===== src/rtl/micro_seq_pkg.sv =====
// micro_seq_pkg: shared opcode, state and ALU encodings for the micro sequencer
package micro_seq_pkg;
  typedef enum logic [2:0] {FETCH, DECODE, EXEC1, EXEC2, HALT} state_t;
  typedef enum logic [3:0] {
    OP_NOP, OP_LDA, OP_LDB, OP_MOVAB, OP_MOVBA, OP_ADD, OP_SUB, OP_AND,
    OP_OR, OP_OUT, OP_JMP, OP_JZ, OP_JC, OP_CLRA, OP_CLRB, OP_HLT
  } opcode_t;
  typedef enum logic [1:0] {ALU_ADD, ALU_SUB, ALU_AND, ALU_OR} alu_op_t;
  typedef struct packed {
    logic a_ld_imm;
    logic a_ld_bus;
    logic a_drv;
    logic b_ld_imm;
    logic b_ld_bus;
    logic b_drv;
    logic a_lrst;
    logic b_lrst;
    logic alu_ld;
    logic alu_drv;
    logic out_ld;
  } strobe_t;
  function automatic logic is_alu(opcode_t op);
    return op inside {OP_ADD, OP_SUB, OP_AND, OP_OR};
  endfunction
endpackage


===== src/rtl/micro_seq_if.sv =====
// micro_seq_if: sequencer <-> datapath/program-memory signal bundle
interface micro_seq_if;
  logic       en;
  logic [7:0] instr;
  logic       z_in;
  logic       c_in;
  logic [3:0] pc;
  logic [3:0] imm;
  logic       a_ld_imm;
  logic       a_ld_bus;
  logic       a_drv;
  logic       b_ld_imm;
  logic       b_ld_bus;
  logic       b_drv;
  logic       a_lrst;
  logic       b_lrst;
  logic       alu_ld;
  logic       alu_drv;
  logic [1:0] alu_op;
  logic       out_ld;
  logic       halted;
  modport master (
    input  en, instr, z_in, c_in,
    output pc, imm, a_ld_imm, a_ld_bus, a_drv, b_ld_imm, b_ld_bus, b_drv,
           a_lrst, b_lrst, alu_ld, alu_drv, alu_op, out_ld, halted
  );
  modport slave (
    output en, instr, z_in, c_in,
    input  pc, imm, a_ld_imm, a_ld_bus, a_drv, b_ld_imm, b_ld_bus, b_drv,
           a_lrst, b_lrst, alu_ld, alu_drv, alu_op, out_ld, halted
  );
endinterface


===== src/rtl/micro_dec.sv =====
// micro_dec: Moore strobe decode from registered state, opcode and flags
module micro_dec
  import micro_seq_pkg::*;
(
  input  state_t     state,
  input  logic [7:4] ir,
  input  logic       zf,
  input  logic       cf,
  output strobe_t    s,
  output alu_op_t    alu_op,
  output logic       pc_ld
);
  opcode_t op;
  logic    e1;
  logic    e2;
  assign op     = opcode_t'(ir);
  assign e1     = state == EXEC1;
  assign e2     = state == EXEC2;
  assign alu_op = is_alu(op) ? alu_op_t'(ir[5:4]) : ALU_ADD;
  assign pc_ld  = e1 && (op == OP_JMP || (op == OP_JZ && zf) || (op == OP_JC && cf));
  // EXEC2 is only ever entered for ALU ops, so it needs no opcode qualifier
  always_comb begin
    s          = '0;
    s.a_ld_imm = e1 && op == OP_LDA;
    s.b_ld_imm = e1 && op == OP_LDB;
    s.a_drv    = e1 && (op == OP_MOVAB || op == OP_OUT);
    s.b_ld_bus = e1 && op == OP_MOVAB;
    s.b_drv    = e1 && (op == OP_MOVBA || is_alu(op));
    s.a_ld_bus = (e1 && op == OP_MOVBA) || e2;
    s.alu_ld   = e1 && is_alu(op);
    s.out_ld   = e1 && op == OP_OUT;
    s.a_lrst   = e1 && op == OP_CLRA;
    s.b_lrst   = e1 && op == OP_CLRB;
    s.alu_drv  = e2;
  end
endmodule


===== src/rtl/micro_seq.sv =====
// micro_seq: fetch/decode/execute FSM holding pc, ir and ALU flags
module micro_seq
  import micro_seq_pkg::*;
(
  input logic         clk,
  input logic         grst,
  micro_seq_if.master bus
);
  state_t     state;
  logic [7:0] ir;
  logic [3:0] pc;
  logic       zf;
  logic       cf;
  logic       pc_ld;
  strobe_t    s;
  strobe_t    g;
  alu_op_t    alu_op;
  micro_dec u_dec (
    .state  (state),
    .ir     (ir[7:4]),
    .zf     (zf),
    .cf     (cf),
    .s      (s),
    .alu_op (alu_op),
    .pc_ld  (pc_ld)
  );
  always_ff @(posedge clk or posedge grst)
    if (grst) begin
      state <= FETCH;
      pc    <= '0;
      ir    <= '0;
      zf    <= 1'b0;
      cf    <= 1'b0;
    end else if (bus.en)
      case (state)
        FETCH: begin
          ir    <= bus.instr;
          pc    <= pc + 4'd1;
          state <= DECODE;
        end
        DECODE: state <= opcode_t'(ir[7:4]) == OP_HLT ? HALT : EXEC1;
        EXEC1: begin
          if (pc_ld) pc <= ir[3:0];
          state <= is_alu(opcode_t'(ir[7:4])) ? EXEC2 : FETCH;
        end
        EXEC2: begin
          zf    <= bus.z_in;
          cf    <= bus.c_in;
          state <= FETCH;
        end
        default: state <= HALT;
      endcase
  // a stalled step must not let the datapath act on a stale strobe
  assign g            = bus.en ? s : '0;
  assign bus.a_ld_imm = g.a_ld_imm;
  assign bus.a_ld_bus = g.a_ld_bus;
  assign bus.a_drv    = g.a_drv;
  assign bus.b_ld_imm = g.b_ld_imm;
  assign bus.b_ld_bus = g.b_ld_bus;
  assign bus.b_drv    = g.b_drv;
  assign bus.a_lrst   = g.a_lrst;
  assign bus.b_lrst   = g.b_lrst;
  assign bus.alu_ld   = g.alu_ld;
  assign bus.alu_drv  = g.alu_drv;
  assign bus.out_ld   = g.out_ld;
  assign bus.alu_op   = alu_op;
  assign bus.pc       = pc;
  assign bus.imm      = ir[3:0];
  assign bus.halted   = state == HALT;
endmodule


===== src/flat_wrapper.sv =====
// flat-port wrapper written by rule: the top's interface ports become plain ports
module micro_seq_flat import micro_seq_pkg::*;
  (clk, grst, bus_en, bus_instr, bus_z_in, bus_c_in, bus_pc, bus_imm, bus_a_ld_imm, bus_a_ld_bus, bus_a_drv, bus_b_ld_imm, bus_b_ld_bus, bus_b_drv, bus_a_lrst, bus_b_lrst, bus_alu_ld, bus_alu_drv, bus_alu_op, bus_out_ld, bus_halted);
  micro_seq_if bus_i ();
  input logic clk;
  input logic grst;
  input wire logic [$bits(bus_i.en)-1:0] bus_en;
  input wire logic [$bits(bus_i.instr)-1:0] bus_instr;
  input wire logic [$bits(bus_i.z_in)-1:0] bus_z_in;
  input wire logic [$bits(bus_i.c_in)-1:0] bus_c_in;
  output wire logic [$bits(bus_i.pc)-1:0] bus_pc;
  output wire logic [$bits(bus_i.imm)-1:0] bus_imm;
  output wire logic [$bits(bus_i.a_ld_imm)-1:0] bus_a_ld_imm;
  output wire logic [$bits(bus_i.a_ld_bus)-1:0] bus_a_ld_bus;
  output wire logic [$bits(bus_i.a_drv)-1:0] bus_a_drv;
  output wire logic [$bits(bus_i.b_ld_imm)-1:0] bus_b_ld_imm;
  output wire logic [$bits(bus_i.b_ld_bus)-1:0] bus_b_ld_bus;
  output wire logic [$bits(bus_i.b_drv)-1:0] bus_b_drv;
  output wire logic [$bits(bus_i.a_lrst)-1:0] bus_a_lrst;
  output wire logic [$bits(bus_i.b_lrst)-1:0] bus_b_lrst;
  output wire logic [$bits(bus_i.alu_ld)-1:0] bus_alu_ld;
  output wire logic [$bits(bus_i.alu_drv)-1:0] bus_alu_drv;
  output wire logic [$bits(bus_i.alu_op)-1:0] bus_alu_op;
  output wire logic [$bits(bus_i.out_ld)-1:0] bus_out_ld;
  output wire logic [$bits(bus_i.halted)-1:0] bus_halted;
  assign bus_i.en = bus_en;
  assign bus_i.instr = bus_instr;
  assign bus_i.z_in = bus_z_in;
  assign bus_i.c_in = bus_c_in;
  assign bus_pc = bus_i.pc;
  assign bus_imm = bus_i.imm;
  assign bus_a_ld_imm = bus_i.a_ld_imm;
  assign bus_a_ld_bus = bus_i.a_ld_bus;
  assign bus_a_drv = bus_i.a_drv;
  assign bus_b_ld_imm = bus_i.b_ld_imm;
  assign bus_b_ld_bus = bus_i.b_ld_bus;
  assign bus_b_drv = bus_i.b_drv;
  assign bus_a_lrst = bus_i.a_lrst;
  assign bus_b_lrst = bus_i.b_lrst;
  assign bus_alu_ld = bus_i.alu_ld;
  assign bus_alu_drv = bus_i.alu_drv;
  assign bus_alu_op = bus_i.alu_op;
  assign bus_out_ld = bus_i.out_ld;
  assign bus_halted = bus_i.halted;
  micro_seq u_core (.clk(clk), .grst(grst), .bus(bus_i));
endmodule

===== config.mk =====
export PLATFORM = sky130hd
export DESIGN_NAME = micro_seq_flat
export DESIGN_NICKNAME = d
export VERILOG_FILES = /design/src/rtl/micro_seq_pkg.sv /design/src/rtl/micro_seq_if.sv /design/src/rtl/micro_dec.sv /design/src/rtl/micro_seq.sv /design/src/flat_wrapper.sv
export SDC_FILE = /design/constraint.sdc
export NUM_CORES = 1
export LEC_CHECK = 0
export CORE_MARGIN = 5
export CORE_UTILIZATION = 41
export DETAILED_ROUTE_END_ITERATION = 6
export DONT_BUFFER_PORTS = 1
export PLACE_DENSITY = 0.67
export SYNTH_ARGS = -nofsm -noshare
export SYNTH_HDL_FRONTEND = slang
export SYNTH_SLANG_ARGS = --single-unit

===== constraint.sdc =====
create_clock -name clk -period 3.8 [get_ports clk]
set_clock_uncertainty 0.1 [all_clocks]
set_input_delay 0.76 -clock clk [delete_from_list [all_inputs] [get_ports clk]]
set_output_delay 0.76 -clock clk [all_outputs]
set_load 0.05 [all_outputs]

Word-level counts from Yosys, hierarchy flattened
Cells that the tools add are included.
Widths: inputs -> output; s select.
- bits in registers: 17
- input port bits: 13
- output and inout port bits: 22
- logic and storage cells: 57
- add/subtract/negate cells: 1
- equality and inequality tests: 20
- mux-type cells: 7
- reductions and logical operators: 24
- operators with widths (kind ; number):
    $eq 4x4->1 const B ; 8
    $eq 4x3->1 const B ; 4
    $logic_and 1x1->1 ; 13
    $pmux 3 s4 ; 1
    $mux 11 ; 1
    $eq 4x2->1 const B ; 2
    $pmux 4 s2 ; 1
    $eq 3x2->1 const B ; 2
    $logic_or 1x1->1 ; 5
    $add 4x1->4 const B ; 1
    $eq 4x1->1 const B ; 1
    $mux 2 ; 2
    $mux 4 ; 1
    $reduce_and 2->1 ; 2
    $reduce_bool 4->1 ; 1
    $eq 3x1->1 const B ; 1
    $eq 3x3->1 const B ; 1
    $logic_not 3->1 ; 1
    $mux 3 ; 1
    $reduce_and 3->1 ; 1
    $ne 2x1->1 const B ; 1
    $reduce_bool 2->1 ; 1

Depth between registers and ports, before layout
Gate-level depths: netlist of run 1.
- depth after elaboration: 7
- mapped depth: 5
- depth with buffers taken out: 4

Modules after synthesis
A second synthesis of run 1 with hierarchy kept.
- cells, all modules: 118
- area total of the unflattened synthesis: 1194.9 µm²
- modules (own cells, without submodules) (module ; times used ; cells an instance ; area an instance (µm²) ; sequential area each (µm²)):
    micro_seq ; 1 ; 83 ; 958.4 ; 425.4
    micro_dec ; 1 ; 35 ; 236.5 ; 0.0

Least setup slack after synthesis of run 1
No wires, ideal clock.
- path type: input to output
- from: input port bus_en
- to: output port bus_b_ld_bus
- arrival time: 2.827 ns
- data required time: 2.940 ns
- path slack: 0.113 ns
- stages on the path: 3
- path buffers: 0
- path through: nor3b_2 -> nand3_1 -> nor4b_1
- word-level cells in the longest chain between the ends: 1
- RTL lines (what ; line ; RTL):
    from (decl) ; flat_wrapper.sv:7 ; input wire logic [$bits(bus_i.en)-1:0] bus_en;
    $mux 11 ; micro_seq.sv:54 ; assign g = bus.en ? s : '0;
    to (decl) ; flat_wrapper.sv:17 ; output wire logic [$bits(bus_i.b_ld_bus)-1:0] bus_b_ld_bus;
No other way between the ends.

Worst setup path in the final report of run 1
- from: register u_core.state[0]
- to: output port bus_a_ld_imm
- word-level cells in the longest chain between the ends: 3
- RTL lines (what ; line ; RTL):
    from (decl) ; micro_seq.sv:9 ; state_t state;
    from (signal assigned) ; micro_seq.sv:41 ; DECODE: state <= opcode_t'(ir[7:4]) == OP_HLT ? HALT : EXEC1;
    from (signal assigned) ; micro_seq.sv:44 ; state <= is_alu(opcode_t'(ir[7:4])) ? EXEC2 : FETCH;
    $eq 3x2->1 ; micro_dec.sv:17 ; assign e1 = state == EXEC1;
    $logic_and 1x1->1 ; micro_dec.sv:24 ; s.a_ld_imm = e1 && op == OP_LDA;
    $mux 11 ; micro_seq.sv:54 ;
    to (decl) ; flat_wrapper.sv:13 ; output wire logic [$bits(bus_i.a_ld_imm)-1:0] bus_a_ld_imm;
No other way between the ends.

==> impl_summary.md, run 1 <==
STA
The number of endpoints with negative hold slack in the final report came to 0. The count of pins over their slew limit is 0. Setup repair after global routing left no endpoint under its margin.

Adding up every negative setup slack in the final design gives 0 ns. Once routing completed, OpenROAD measured the worst setup slack at 0.9986 ns. The final setup violation count is 0. The tightest slew margin relative to the limit is 44.42%.

Static timing analysis puts the maximum clock frequency at 357.0 MHz. The part of the cycle the worst path needs is 73.72%. After layout, the minimum clock period comes to 2.801 ns. For the pin with the worst max-slew slack, the measured transition is 0.8292 ns.

Status
The flow ran to the end, and the final reports show no timing, DRC or antenna violations.

Clock tree
The clock transition at the registers of the reported paths is 0.11 ns. Clock latency on the worst-skew pair, taken at its later pin, is 0.29 ns. For this design, the sink count on the clock tree is 17. In this run the number of H-tree levels came out at 1. In this run the deepest clock path goes through 2 buffers. The clock tree root buffer cell is clkbuf_4. Buffers inserted during clock tree synthesis total 3. After clock tree synthesis, the flow added hold-fix buffers numbering 0. The buffer count from post-CTS setup fixing is 0.

In this run, post-CTS repair resized a total of 0 instances. TritonCTS built the clock tree.

Power
For this design the ratio of total power to cell area is 279.2 nW/µm². Across the VDD grid, the largest voltage drop is 0.0001593 V. For this design the static power due to leakage is 0.5091 nW. The power consumption is 0.0003319 W.

Critical path
The signal on the critical path passes through nor3b_2, nand3_1, or2_1, nor3_2, buf_4. The worst setup path is captured at a primary output. STA classifies the critical path startpoint as a flip-flop.

Along the worst path, the maximum fanout reaches 7. The critical path start-end classification is flip-flop to primary output. The category of cells accounting for the largest share of critical-path delay is simple AND/OR/NAND/NOR gates. The longest individual stage delay on the worst path is 0.48 ns.

The buffers plus inverters on the worst setup path is 1. Among all stages on the critical path, the largest delay is contributed by dfrtp_1. For the worst setup path, the data required time is 2.94 ns. The data arrival time of the critical path is 1.94 ns.

Global route
Entering global routing, the biggest net connects 18 pins. The via count of the first global-routing pass is 765. For this run the aggregate overflow at the end of global routing stands at 0. The global-route wire length before repair is 3.739 mm. The number of antenna violations at the first check in global routing is 0.

The overall fraction of global-route tracks in use is 11.62%.

Cells and area
Summing all multi-input logic gate instances after layout gives 596.8 µm². The share of layout cells above drive strength 1 is 34.91%. The footprint of the flip-flops and latches is 425.4 µm². Leaving out fill and tap cells, the most frequent cells in the layout are 17 x dfrtp_1, 10 x buf_4, 7 x mux2_4, 6 x nand2_1, 5 x inv_1. The area added between synthesis and finish is 5.673%.

The most common cell after layout, fill and taps aside is dfrtp_1. The net count of the finished layout is 121. The repair_antennas step left the layout with diodes totalling 0. The number of fillers in the final layout is 267.

Min path
The type of the worst min-delay path is primary input to asynchronous set/reset pin.

Synthesis
The leading register cell type out of synthesis is dfrtp_1. Of all flip-flops after synthesis, the portion carrying an async set or reset was 100.0%. The synthesized net count is 116. In this run, synthesis produced a sequential element count of 17. The number of enable flip-flop cells after synthesis is 0. The share of the yosys chip area belonging to registers is 37.82%. By area the synthesized netlist is led by dfrtp_1 38%, mux2_4 9.3%, buf_4 3.3%.

After technology mapping, the gate count stands at 102. The largest total area in the synthesized netlist belongs to dfrtp_1. The cell area that synthesis handed to floorplanning was 1125 µm². During synthesis, Yosys emitted a total of 0 warnings. Yosys mapped the design onto 48 distinct sky130hd cell types.

The average instance in the mapped netlist occupies 11.03 µm². The area share of the largest cell type after synthesis is 37.82%.

Routing
Dividing the detail-routed via count by the number of cells gives 5.774. After detailed routing, the average wire length per cell comes to 16.88 µm. The detailed-route via count is 791. For this run, design rule violations remaining after detail routing come to 0. The count of TritonRoute iterations in the first routing pass is 4. Wires add up to 2.313 mm.

The DRC violation total after the first TritonRoute iteration is 23. The count of nets left with antenna violations once routing finished came out at 0.

Floorplan
The initial utilization of the core area, before any placement, comes to 41.87%. The die covers 3891 µm². The floorplan has 19 rows. The area of the placeable core is 2686 µm².

During I/O placement, the number of pins put on the boundary was 35. The die is 62.38 µm tall. The width of the die is 62.38 µm.

Placement
The final weighted congestion in routability-driven placement is 0.7782. The post-detailed-placement half-perimeter wirelength is 1.736 mm. Buffers placed on the I/O ports in this run total 0.

Prior to clock tree synthesis, the placed netlist has a worst setup slack of 1.060 ns.

Job
The max capacitance violation total is 0.
[Yosys cell counts (2+ instances only)]
cell / count
dfrtp_1: 17
nand3_1: 3
nor3_1: 5
inv_1: 5
mux2_1: 2
o221a_1: 2
o31ai_1: 2
nand4b_1: 2
nor2b_1: 3
nor3b_2: 2
buf_4: 5
nand2_1: 6
o21ai_0: 2
mux2_4: 7
and2_1: 2
nor2_1: 4
a31oi_1: 2
[state kept, by name, summed over array words and instances (netlist names)]
signal / count
u_core.zf: 1
u_core.ir: 8
u_core.bus.pc: 4
u_core.state: 3
u_core.cf: 1
[power by group]
part           switching (W)  internal, W  leakage, nW
registers          0.0000232     0.000186        0.220
clock network      0.0000582    0.0000399       0.0139
logic              0.0000123    0.0000124        0.275
total              0.0000937     0.000238        0.509
[layer usage]
| layer | GRT usage (%) | routed length (µm) | vias up |
|---|---|---|---|
| met2 | 18.65 | 1101 | 29 |
| met3 | 3.957 | 206 | 2 |
| met1 | 14.27 | 992 | 384 |
| met5 | 0 | 0 | - |
| li1 | - | - | 376 |
| met4 | 4.509 | 13 | 0 |
[cell type report]
type / instances / area share (%)
inverter: 6 / 1.895
multi-input combinational: 69 / 50.21
clock buffer: 3 / 1.895
clock inverter: 1 / 0.6316
timing repair buffer: 10 / 6.316
sequential: 17 / 35.79
tap: 31 / 3.263
[worst paths after layout]
path / start / to / slack [ns] / cells past startpoint
min in group clk: u_core.zf / u_core.zf / 0.40 / 1
worst min register to register: u_core.zf / u_core.zf / 0.40 / 1
worst min-delay path: grst / u_core.ir[5] / 0.32 / 1
worst max-delay path: u_core.state[0] / bus_a_ld_imm / 1.0 / 5
worst max register to register: u_core.state[1] / u_core.bus.pc[0] / 2.00 / 4
max in group asynchronous: grst / u_core.ir[0] / 2.84 / 1
[through the flow]
stage / area (µm²) / instances / hold slack (ns) / util [%]
global route: 1189 / 137 / 0.3791 / 44.25
CTS: 1189 / 137 / 0.3399 / 44.25
finish: 1189 / 137 / 0.3232 / 44.25
global placement: 1159 / 133 / 0.3838 / 43.13
floorplan: 1125 / 102 / 0.3551 / -
detailed placement: 1159 / 133 / 0.3895 / 43.13
[cells by family after synthesis]
logic type,synth area share (%)
AND/OR/NAND/NOR,23.58
adder cells (fa/ha/maj),1.112
buffers and inverters,11.12
AO/OA/AOI/OAI,12.35
flip-flops,37.82
multiplexers,13.24
XOR/XNOR,0.7788
(Power assumes the default switching activity.)
==> run 2, diff against run 1 <==
clock period = 2.7 ns   (was 3.8 ns; I/O delays follow)
==> impl_summary.md, run 2 (synthesis gave the netlist of run 1 again) <==
Status
The flow ran to the end, and the final reports show no timing, DRC or antenna violations.

STA
The tightest slew margin relative to the limit is 57.83% (+13 points). The final critical path takes up 94.32% of the cycle. The total negative slack came to 0 ns (unchanged). Static timing analysis puts the maximum clock frequency at 392.7 MHz. The number of endpoints with negative hold slack in the final report is 0 (unchanged). Setup repair after global routing left no endpoint under its margin. The least setup slack across all paths after layout is 0.1534 ns (-0.8452 ns). The final setup violation count is 0 (unchanged).

The transition at the pin with the smallest max-transition slack came to 0.6318 ns (-0.1974 ns). The count of pins over their slew limit came to 0 (unchanged). The final critical-path required period is 2.547 ns.

Clock tree
The maximum root-to-sink buffer count is 2 (unchanged). CTS placed an instance of clkbuf_4 at the clock tree root. The hold buffer count at cts was 0 (unchanged).

The clock tree from TritonCTS is yes. The clock latency at the later pin of the worst-skew pair is 0.29 ns (about the same). The number of buffers created by CTS was 3 (unchanged). The clock transition at the registers of the reported paths is 0.10 ns (about the same). The number of clock sinks was 17 (unchanged). The count of H-tree levels built during CTS was 1 (unchanged).

Critical path
The largest driver fanout on the critical path is 7 (unchanged). STA classifies the critical path endpoint as a primary output. The data arrival time of the critical path is 1.91 ns (-0.03 ns).

The number of cells on the worst reg-to-reg path is 4 (unchanged). The setup path with the least slack is of type flip-flop to primary output. The worst endpoint required time was 2.06 ns (-0.88 ns). The buffers plus inverters on the worst setup path is 1 (unchanged). The longest individual stage delay on the worst path is 0.50 ns (+0.02 ns). The standard cell with the maximum stage delay on the critical path is dfrtp_1.

Grouping stages by cell kind, the critical path spends the most delay in simple AND/OR/NAND/NOR gates. Traced cell by cell, the critical path runs through nor3b_4, nand3_1, or2_1, nor3_2, buf_4. STA classifies the critical path startpoint as a flip-flop.

The setup slack of the most critical reg-to-reg path is 0.86 ns (-1.14 ns). The destination of the worst register-to-register timing path is u_core.bus.pc[0]. The worst flop-to-flop path startpoint is u_core.state[1].

Cells and area
The footprint of the flip-flops and latches is 425.4 µm² (unchanged). The final non-filler cell total is 138 (+0.73%). The number of flip-flops under the largest register name was 8 (unchanged). The final design utilization is 44.85% (+0.61 points). The share of layout cells above drive strength 1 was 36.45% (+1.5 points). The antenna diode count was 0 (unchanged). The footprint of the multi-input gates is 608.1 µm² (+1.9%). The library cell used most frequently in the layout, excluding fill and tap cells, is dfrtp_1.

In the layout the commonest cells are 17 x dfrtp_1, 11 x buf_4, 7 x mux2_4, 6 x nand2_1, 5 x inv_1. The area added between synthesis and finish is 7.119%. The largest registers in the layout are u_core.ir: 8 flops, u_core.bus.pc: 4 flops, u_core.state: 3 flops. The number of fillers in the final layout is 265 (-0.75%). The post-layout net count is 122 (+0.83%). The most flop-heavy register is u_core.ir.

Routing
The ratio of routed vias to standard cells is 5.833 (+1.0%). The DRC violation total after the first TritonRoute iteration is 60 (+160%). The count of TritonRoute iterations in the first routing pass came to 4 (unchanged). The detailed-route via count is 805 (+1.8%).

The routed length per placed instance came to 16.99 µm (+0.65%). The number of design rule violations left after detail routing is 0 (unchanged). The number of nets still failing antenna checks after routing was 0 (unchanged).

The overall routed net length was 2.345 mm (+1.4%).

Floorplan
The area of the placeable core was 2686 µm² (unchanged). The number of placement rows is 19 (unchanged). The number of top-level pins is 35 (unchanged). The chip height is 62.38 µm (unchanged). The initial core utilization is 41.87% (unchanged). The width of the die is 62.38 µm (unchanged). The die area came to 3891 µm² (unchanged).

Global route
The global-route wire length before repair is 3.953 mm (+5.7%). The via count of the first global-routing pass is 810 (+5.9%). The number of antenna violations at the first check in global routing is 0 (unchanged). The residual overflow from global routing is 0 (unchanged). The pin count of the biggest net entering global routing is 18 (unchanged). The overall fraction of global-route tracks in use was 12.42% (+0.80 points).

Min path
The tightest min-delay check is of the primary input to asynchronous set/reset pin type.

Placement
The final weighted congestion in routability-driven placement is 0.7715 (-0.86%). The total placed cells including tap cells was 134 (+0.75%). The post-detailed-placement half-perimeter wirelength came to 1.730 mm (-0.36%). The count of buffers inserted at the top-level ports was 0 (unchanged). The pre-CTS worst setup slack is 0.3899 ns (-0.6699 ns).

Power
The power density over the cells is 387.2 nW/µm² (+39%). The cell leakage power is 0.5177 nW (+1.7%). The worst voltage drop across the vdd grid is 0.0001999 V (+25%). The power consumption was 0.0004665 W (+41%).

Job
The max capacitance violation total came to 0 (unchanged).
==> run 2: cell types whose count changed in the layout (fill, tap and decap cells not counted), sizes merged <==
| cell | before | now |
|---|---|---|
| clkinvlp | 1 | 0 |
| buf | 10 | 11 |
| clkinv | 0 | 1 |
==> run 2: timing repair <==
| item | 4_1_cts | 5_1_grt |
|---|---|---|
| endpoints found under the setup margin | 0 | 2 |
| buffers inserted | 0 | 0 |
| gates resized for setup | 0 | 1 |
==> run 2: area by class of cell <==
cell class	instances	area share (%)
tap	31	3.219
multi-input combinational	69	50.47
timing repair buffer	11	6.854
sequential	17	35.31
clock inverter	1	0.4154
clock buffer	3	1.869
inverter	6	1.869
==> run 2: power breakdown <==
part | leakage (nW) | total (W) | internal (W) | switching, W
logic | 0.280 | 0.0000355 | 0.0000178 | 0.0000177
clock network | 0.0177 | 0.000137 | 0.0000551 | 0.0000821
registers | 0.220 | 0.000294 | 0.000262 | 0.0000323
==> run 2: layer usage <==
metal	vias up	part of all wire (%)	GRT usage [%]
li1	377	-	-
met1	388	41	14.86
met2	36	48	20.21
met3	4	9.1	3.957
met4	0	1.8	5.570
met5	-	0	0
==> run 2: metrics by stage <==
step | hold WS (ns) | area, µm²
after floorplan | 0.3551 | 1147
after global placement | 0.3838 | 1171
after detailed placement | 0.3983 | 1171
after CTS | 0.1273 | 1199
after global routing | 0.1656 | 1205
final | 0.1001 | 1205
==> run 2: worst reg2reg max path, delay by kind of cell, from the launching register on <==
kind,cells,cell delay [ns]
AND/OR/NAND/NOR,2,0.65
flip-flops,1,0.67
AO/OA/AOI/OAI,2,0.32
==> run 2: worst max-delay path by stage <==
| stage | end | cells after the start | from |
|---|---|---|---|
| final | bus_a_ld_imm | 5 | u_core.state[0] |
| after global routing | bus_a_ld_imm | 5 | u_core.state[0] |
| after CTS | bus_a_ld_imm | 5 | u_core.state[0] |
| after detailed placement | bus_a_ld_imm | 5 | bus_en |
| after global placement | bus_a_ld_imm | 5 | bus_en |
| after floorplan | bus_b_lrst | 3 | bus_en |
